$ cat config.mk
export PLATFORM = sky130hd
export DESIGN_NAME = div_seq_flat
export DESIGN_NICKNAME = d
export VERILOG_FILES = /design/src/rtl/div_seq_if.sv /design/src/rtl/div_seq.sv /design/src/flat_wrapper.sv
export SDC_FILE = /design/constraint.sdc
export NUM_CORES = 1
export LEC_CHECK = 0
export CORE_AREA = 3 3 217 113
export DETAILED_ROUTE_END_ITERATION = 6
export DIE_AREA = 0 0 220 116
export GPL_TIMING_DRIVEN = 0
export PLACE_DENSITY = 0.73
export REMOVE_ABC_BUFFERS = 1
export SLEW_MARGIN = 10
export SYNTH_ARGS = -nofsm -noshare
export SYNTH_HDL_FRONTEND = slang
export SYNTH_SLANG_ARGS = --single-unit
$ cat constraint.sdc
create_clock -name clk -period 8 [get_ports clk]
set_input_delay 1.6 -clock clk [delete_from_list [all_inputs] [get_ports clk]]
set_output_delay 1.6 -clock clk [all_outputs]
set_load 0.02 [all_outputs]
$ cat src/rtl/div_seq_if.sv
// ---------------------------------------------------------------------------
// div_seq_if
// Bundles the request/result signals of the sequential signed divider.
//   DivCtrl : start request (requester -> divider)
//   a, b    : 32-bit two's complement dividend / divisor
//   hi, lo  : registered remainder / quotient
//   done    : one-cycle pulse, hi/lo carry a new result
//   divZero : one-cycle pulse, divide-by-zero exception
//   busy    : divider is working (RUN or FIN)
// master = requester side, slave = divider side.
// ---------------------------------------------------------------------------
interface div_seq_if;
    logic        DivCtrl;
    logic [31:0] a;
    logic [31:0] b;
    logic [31:0] hi;
    logic [31:0] lo;
    logic        done;
    logic        divZero;
    logic        busy;

    modport master (
        output DivCtrl, a, b,
        input  hi, lo, done, divZero, busy
    );

    modport slave (
        input  DivCtrl, a, b,
        output hi, lo, done, divZero, busy
    );
endinterface

$ cat src/rtl/div_seq.sv
// ---------------------------------------------------------------------------
// div_seq
// 32-bit signed restoring divider with MIPS DIV semantics: the quotient
// truncates toward zero and the remainder takes the sign of the dividend.
// A request takes 34 cycles from acceptance to the next acceptable request:
// one cycle to latch operands, 32 restoring steps, one sign-fixup cycle.
//
// Ports:
//   clk    : rising-edge clock
//   reset  : synchronous, active-high reset
//   bus    : div_seq_if.slave (DivCtrl, a, b in; hi, lo, done, divZero,
//            busy out; all outputs are registered)
// ---------------------------------------------------------------------------
module div_seq (
    input  logic       clk,
    input  logic       reset,
    div_seq_if.slave   bus
);

    typedef enum logic [1:0] {
        IDLE = 2'd0,
        RUN  = 2'd1,
        FIN  = 2'd2
    } state_t;

    // Magnitude of a two's complement word. 0x80000000 maps onto itself,
    // which read as unsigned is exactly 2^31, so no 33rd bit is needed.
    function automatic logic [31:0] abs32(input logic [31:0] v);
        logic [31:0] r;
        if (v[31]) begin
            r = 32'd0 - v;
        end else begin
            r = v;
        end
        return r;
    endfunction

    // Conditional two's complement negate with natural 32-bit wrap.
    function automatic logic [31:0] neg_if(input logic [31:0] v, input logic en);
        logic [31:0] r;
        if (en) begin
            r = 32'd0 - v;
        end else begin
            r = v;
        end
        return r;
    endfunction

    state_t      state_r;
    logic [5:0]  cnt_r;
    logic [31:0] rem_r;
    logic [31:0] quo_r;
    logic [31:0] babs_r;
    logic        sa_r;
    logic        sb_r;
    logic [31:0] hi_r;
    logic [31:0] lo_r;
    logic        done_r;
    logic        dz_r;
    logic        busy_r;

    logic [32:0] rem_sh_s;
    logic [32:0] diff_s;
    logic        qbit_s;
    logic [31:0] rem_next_s;
    logic [31:0] quo_next_s;

    // One restoring step: shift {rem,quo} left, trial-subtract |b|, keep or restore.
    // The remainder is always below |b| <= 2^31, so the shifted value fits
    // in 33 bits and diff_s[32] is a clean borrow flag.
    always_comb begin
        rem_sh_s   = {rem_r, quo_r[31]};
        diff_s     = rem_sh_s - {1'b0, babs_r};
        qbit_s     = 1'b0;
        rem_next_s = rem_sh_s[31:0];
        if (diff_s[32] == 1'b0) begin
            qbit_s     = 1'b1;
            rem_next_s = diff_s[31:0];
        end else begin
            qbit_s     = 1'b0;
            rem_next_s = rem_sh_s[31:0];
        end
        quo_next_s = {quo_r[30:0], qbit_s};
    end

    // Control FSM and datapath registers; all outputs are registered here.
    always_ff @(posedge clk) begin
        if (reset) begin
            state_r <= IDLE;
            cnt_r   <= 6'd0;
            rem_r   <= 32'd0;
            quo_r   <= 32'd0;
            babs_r  <= 32'd0;
            sa_r    <= 1'b0;
            sb_r    <= 1'b0;
            hi_r    <= 32'd0;
            lo_r    <= 32'd0;
            done_r  <= 1'b0;
            dz_r    <= 1'b0;
            busy_r  <= 1'b0;
        end else begin
            // Pulses last one cycle unless a state below re-asserts them.
            done_r <= 1'b0;
            dz_r   <= 1'b0;
            case (state_r)
                IDLE: begin
                    if (bus.DivCtrl) begin
                        if (bus.b != 32'd0) begin
                            // Dividend magnitude seeds the quotient register;
                            // it is shifted out into rem one bit per step.
                            sa_r    <= bus.a[31];
                            sb_r    <= bus.b[31];
                            quo_r   <= abs32(bus.a);
                            babs_r  <= abs32(bus.b);
                            rem_r   <= 32'd0;
                            cnt_r   <= 6'd0;
                            busy_r  <= 1'b1;
                            state_r <= RUN;
                        end else begin
                            // Divide by zero: flag only, results untouched.
                            dz_r    <= 1'b1;
                            state_r <= IDLE;
                        end
                    end else begin
                        state_r <= IDLE;
                    end
                end
                RUN: begin
                    rem_r <= rem_next_s;
                    quo_r <= quo_next_s;
                    cnt_r <= cnt_r + 6'd1;
                    if (cnt_r == 6'd31) begin
                        state_r <= FIN;
                    end else begin
                        state_r <= RUN;
                    end
                end
                FIN: begin
                    // Quotient sign is the XOR of operand signs; the remainder
                    // follows the dividend. -2^31 / -1 wraps back to -2^31.
                    lo_r    <= neg_if(quo_r, sa_r ^ sb_r);
                    hi_r    <= neg_if(rem_r, sa_r);
                    done_r  <= 1'b1;
                    busy_r  <= 1'b0;
                    state_r <= IDLE;
                end
                default: begin
                    busy_r  <= 1'b0;
                    state_r <= IDLE;
                end
            endcase
        end
    end

    assign bus.hi      = hi_r;
    assign bus.lo      = lo_r;
    assign bus.done    = done_r;
    assign bus.divZero = dz_r;
    assign bus.busy    = busy_r;

endmodule

$ cat src/flat_wrapper.sv
// flat-port wrapper written by rule: the top's interface ports become plain ports
module div_seq_flat 
  (clk, reset, bus_DivCtrl, bus_a, bus_b, bus_hi, bus_lo, bus_done, bus_divZero, bus_busy);
  div_seq_if bus_i ();
  input  logic clk;
  input  logic reset;
  input wire logic [$bits(bus_i.DivCtrl)-1:0] bus_DivCtrl;
  input wire logic [$bits(bus_i.a)-1:0] bus_a;
  input wire logic [$bits(bus_i.b)-1:0] bus_b;
  output wire logic [$bits(bus_i.hi)-1:0] bus_hi;
  output wire logic [$bits(bus_i.lo)-1:0] bus_lo;
  output wire logic [$bits(bus_i.done)-1:0] bus_done;
  output wire logic [$bits(bus_i.divZero)-1:0] bus_divZero;
  output wire logic [$bits(bus_i.busy)-1:0] bus_busy;
  assign bus_i.DivCtrl = bus_DivCtrl;
  assign bus_i.a = bus_a;
  assign bus_i.b = bus_b;
  assign bus_hi = bus_i.hi;
  assign bus_lo = bus_i.lo;
  assign bus_done = bus_i.done;
  assign bus_divZero = bus_i.divZero;
  assign bus_busy = bus_i.busy;
  div_seq u_core (.clk(clk), .reset(reset), .bus(bus_i));
endmodule
==> results of run 1 <==
## kinds of logic after synthesis
group | synth area share [%]
buffers and inverters | 5.75
flip-flops | 30.7
XOR/XNOR | 10.5
AND/OR/NAND/NOR | 21.7
multiplexers | 0.798
adder cells (fa/ha/maj) | 4.28
AO/OA/AOI/OAI | 26.3
## worst max-delay path by stage
| stage | start | end |
|---|---|---|
| final | bus_b[0] | u_core.rem_r[22] |
| after detailed placement | bus_b[0] | u_core.rem_r[22] |
| after CTS | bus_b[0] | u_core.rem_r[30] |
| after global placement | reset | u_core.rem_r[25] |
| after floorplan | u_core.state_r[1] | u_core.bus.lo[26] |
| after global routing | bus_b[0] | u_core.rem_r[30] |
## cells in the final DEF (no fill, tap or decap), types with 5 or more instances in the layout
cell	instances
a21o_1	8
nand3b_1	5
a21oi_1	64
o31a_1	5
clkdlybuf4s50_1	132
clkbuf_16	17
or4_1	14
ha_1	37
nand2_1	164
a311oi_1	9
inv_1	56
o41ai_1	22
nand3_1	25
and3_1	8
inv_6	5
o21a_1	12
mux2i_1	9
dfxtp_1	172
o311ai_0	5
o21bai_1	5
o21ai_0	56
nor2b_1	8
a21oi_2	21
o31ai_1	30
nand2_2	17
o211ai_1	47
xor2_1	95
buf_12	6
or3_1	11
nor3_1	29
nor4_1	15
xnor2_1	39
nand2b_1	5
a21boi_0	7
nor2_1	166
a211oi_1	94
nand4_1	29
## area by class of cell
cell class	instances	area [µm²]	area share [%]
tap	307	384	2.87
sequential	173	3460	25.9
clock inverter	15	129	0.962
inverter	56	210	1.57
timing repair buffer	142	1540	11.5
clock buffer	17	425	3.18
multi-input combinational	1125	7250	54.1
## state kept, by name (all words and copies together), names as in the netlist
| register | count |
|---|---|
| u_core.babs_r | 32 |
| u_core.bus.busy | 1 |
| u_core.bus.divZero | 1 |
| u_core.bus.done | 1 |
| u_core.bus.hi | 32 |
| u_core.bus.lo | 32 |
| u_core.cnt_r | 6 |
| u_core.quo_r | 32 |
| u_core.rem_r | 32 |
| u_core.sa_r | 1 |
| u_core.sb_r | 1 |
| u_core.state_r | 2 |
## per-stage QoR
| stage | setup TNS, ns | hold WS (ns) | power [W] | area (µm²) |
|---|---|---|---|---|
| 6_report | 0 | 0.458 | 0.00251 | 13400 |
| 2_1_floorplan | 0 | 0.420 | 0.00147 | 10900 |
| 5_1_grt | 0 | 0.479 | 0.00265 | 13400 |
| 3_5_place_dp | 0 | 0.450 | 0.00171 | 12800 |
| 3_3_place_gp | -89.98 | 0.442 | 0.00168 | 12600 |
| 4_1_cts | 0 | 0.461 | 0.00251 | 13400 |
## critical path, cell delays in order
cell             delay, ns
clkdlybuf4s50_1       0.47
inv_1                 0.09
ha_1                  0.18
nor4b_1               0.69
nand4b_1              0.53
o41ai_1               0.73
a21oi_4               0.19
nor2_4                0.75
and2_1                0.24
a41oi_1               0.05
o31ai_1               0.09
## metal layers
layer,routed length [µm],track usage [%]
met5,0,0
met4,740,8.14
met3,1690,4.35
met2,14500,41.1
met1,14300,32.3
## power groups by stage
stage	Clock, W	Combinational, W	Sequential, W
global route	0.000856	0.000825	0.000966
global placement	0	0.000710	0.000975
floorplan	0	0.000513	0.000960
finish	0.000802	0.000746	0.000959
CTS	0.000816	0.000738	0.000957
detailed placement	0	0.000733	0.000977
==> impl_metrics.py, run 1 <==
metrics = {
    "power_and_ir_drop": {
        "powerDensity_mw_per_mm2": 187,
        "p_clk_share_pct": 32.0,
        "p_leak_nw": 4.81,
        "p_sw_w": 0.000906,
        "p_int_w": 0.00160,
        "comb_power_share_pct": 29.8,
        "switching_share_pct": 36.1,
        "seqPwrFrac_pct": 38.3,
        "max-vdd-ir-drop_mv": 0.110,
    },
    "die": {
        "design.die.area_mm2": 0.0255,
        "ios": 134,
        "initial_utilization_pct": 49.9,
        "die_h_um": 116,
        "chipWidth_um": 220,
        "core_area_mm2": 0.0226,
        "num_rows": 39,
    },
    "yosys": {
        "ys_types": 66,
        "ys_ff_latch": 173,
        "ys_warn_count": 0,
        "synth_area_leaders": "dfxtp_1, xor2_1, a211oi_1",
        "synthTopCellsByCount": "dfxtp_1, nor2_1, nand2_1, xor2_1, a211oi_1",
        "synthFlopType": "dfxtp_1",
        "yosysMostFrequentCell": "dfxtp_1",
        "synthArstFlopShare_pct": 0,
        "yosysSeqAreaShare_pct": 30.7,
        "synth.largest_area_cell": "dfxtp_1",
        "synth-edff-count": 0,
        "synth_top_area_share_pct": 30.7,
        "avgSynthCellArea_um2": 7.77,
        "synth_area_mm2": 0.0113,
        "syn_inst": 1454,
    },
    "clocking": {
        "cts_hold_buffers": 0,
        "cts.clk_slew.worst_paths_ns": 0.07,
        "clockRootBuffer": "clkbuf_16",
        "h-tree-depth": 4,
        "clock_latency_ns": 0.45,
        "ctsResizeCount": 0,
        "post_cts_buffers": 0,
        "tritoncts": "done",
        "cts_buffers": 17,
        "cts_sinks": 173,
        "ctsLongestPathBuffers": 2,
    },
    "setup_path": {
        "worst-path-max-fanout": 33,
        "r2r_end": "u_core.rem_r[26]",
        "timing.rr.start": "u_core.quo_r[31]",
        "criticalPathCategory": "in -> reg",
        "r2r_slack_ns": 3.45,
        "critPathLaunchType": "primary input",
        "worstSetupEndpointType": "flip-flop",
        "required_ns": 8.37,
        "arrival_ns": 5.62,
        "reg2regPathDepth": 11,
    },
    "routing": {
        "remaining_drc_errors": 0,
        "ant_nets": 0,
        "via_per_inst": 5.93,
        "drt-initial-drc-count": 756,
        "wirelength_um": 31200,
        "dr.pass1.iters": 5,
        "vias": 10900,
        "wl_per_cell_um": 17.0,
    },
    "sta": {
        "worst_slew_pin_slew_ns": 1.21,
        "fin_ws_ns": 2.75,
        "final-setup-viol-count": 0,
        "min_period_ns": 5.25,
        "fin_crit_sh_pct": 65.7,
        "relSlewSlack_pct": 19.0,
        "fmax_mhz": 190,
        "skew_ns": 0.0112,
        "hold_viol_final": 0,
        "slew_violations": 0,
        "rsz0062_at_grt": "no",
    },
    "status": {
        "outcome": "completed",
    },
    "final_layout": {
        "antenna_cells": 0,
        "syn2layout_area_growth_pct": 18.6,
        "instances_no_fill": 1835,
        "final_util_pct": 59.2,
        "fillers": 2079,
        "fin_nets": 1620,
        "drive_above_1_share_pct": 6.68,
    },
    "global_routing": {
        "grt_max_degree": 79,
        "overflow": 0,
        "grt_pass1_vias": 10000,
        "grt_usage_pct": 24.5,
        "grt_pass1_wl_um": 50500,
        "grt_antenna_before_repair": 0,
    },
    "place": {
        "gp_congestion": 0.866,
        "place_inst": 1803,
        "dp_slack_ns": 2.41,
        "port_buffers": 133,
        "dp_hpwl_um": 22600,
    },
    "worst_hold_path": {
        "min_path_type": "reg -> reg",
        "hold_path_end": "u_core.bus.hi[30]",
        "min_from": "u_core.bus.hi[30]",
        "min_path_cells": 2,
    },
    "run": {
        "drv_cap": 0,
    },
}
No activity file was read; power rests on OpenSTA's default activity.
==> run 2: changes to the inputs <==
==> constraint.sdc (replaced) <==
create_clock -name clk -period 5 [get_ports clk]
set_input_delay 1 -clock clk [delete_from_list [all_inputs] [get_ports clk]]
set_output_delay 1 -clock clk [all_outputs]
set_load 0.02 [all_outputs]
==> results of run 2 <==
The final DEF is identical to that of run 1. Status: completed.
Among the figures that moved: setup slack after placement 2.41 ns -> 0.00830 ns; setup slack after layout 2.75 ns -> 0.347 ns; register-to-register setup slack 3.45 ns -> 0.45 ns; total power 0.00251 W -> 0.00401 W; worst IR drop on VDD 0.110 mV -> 0.175 mV
==> run 3: changes to the inputs <==
--- a/config.mk
+++ b/config.mk
@@ -6,6 +6,7 @@
 export NUM_CORES = 1
 export LEC_CHECK = 0
 export CORE_AREA = 3 3 217 113
+export CTS_CLUSTER_SIZE = 8
 export DETAILED_ROUTE_END_ITERATION = 6
 export DIE_AREA = 0 0 220 116
 export GPL_TIMING_DRIVEN = 0
==> results of run 3 <==
The final DEF is identical to that of run 1. Status: completed.
Among the figures that moved: setup slack after placement 2.41 ns -> 0.00830 ns; setup slack after layout 2.75 ns -> 0.347 ns; register-to-register setup slack 3.45 ns -> 0.45 ns; total power 0.00251 W -> 0.00401 W; worst IR drop on VDD 0.110 mV -> 0.175 mV
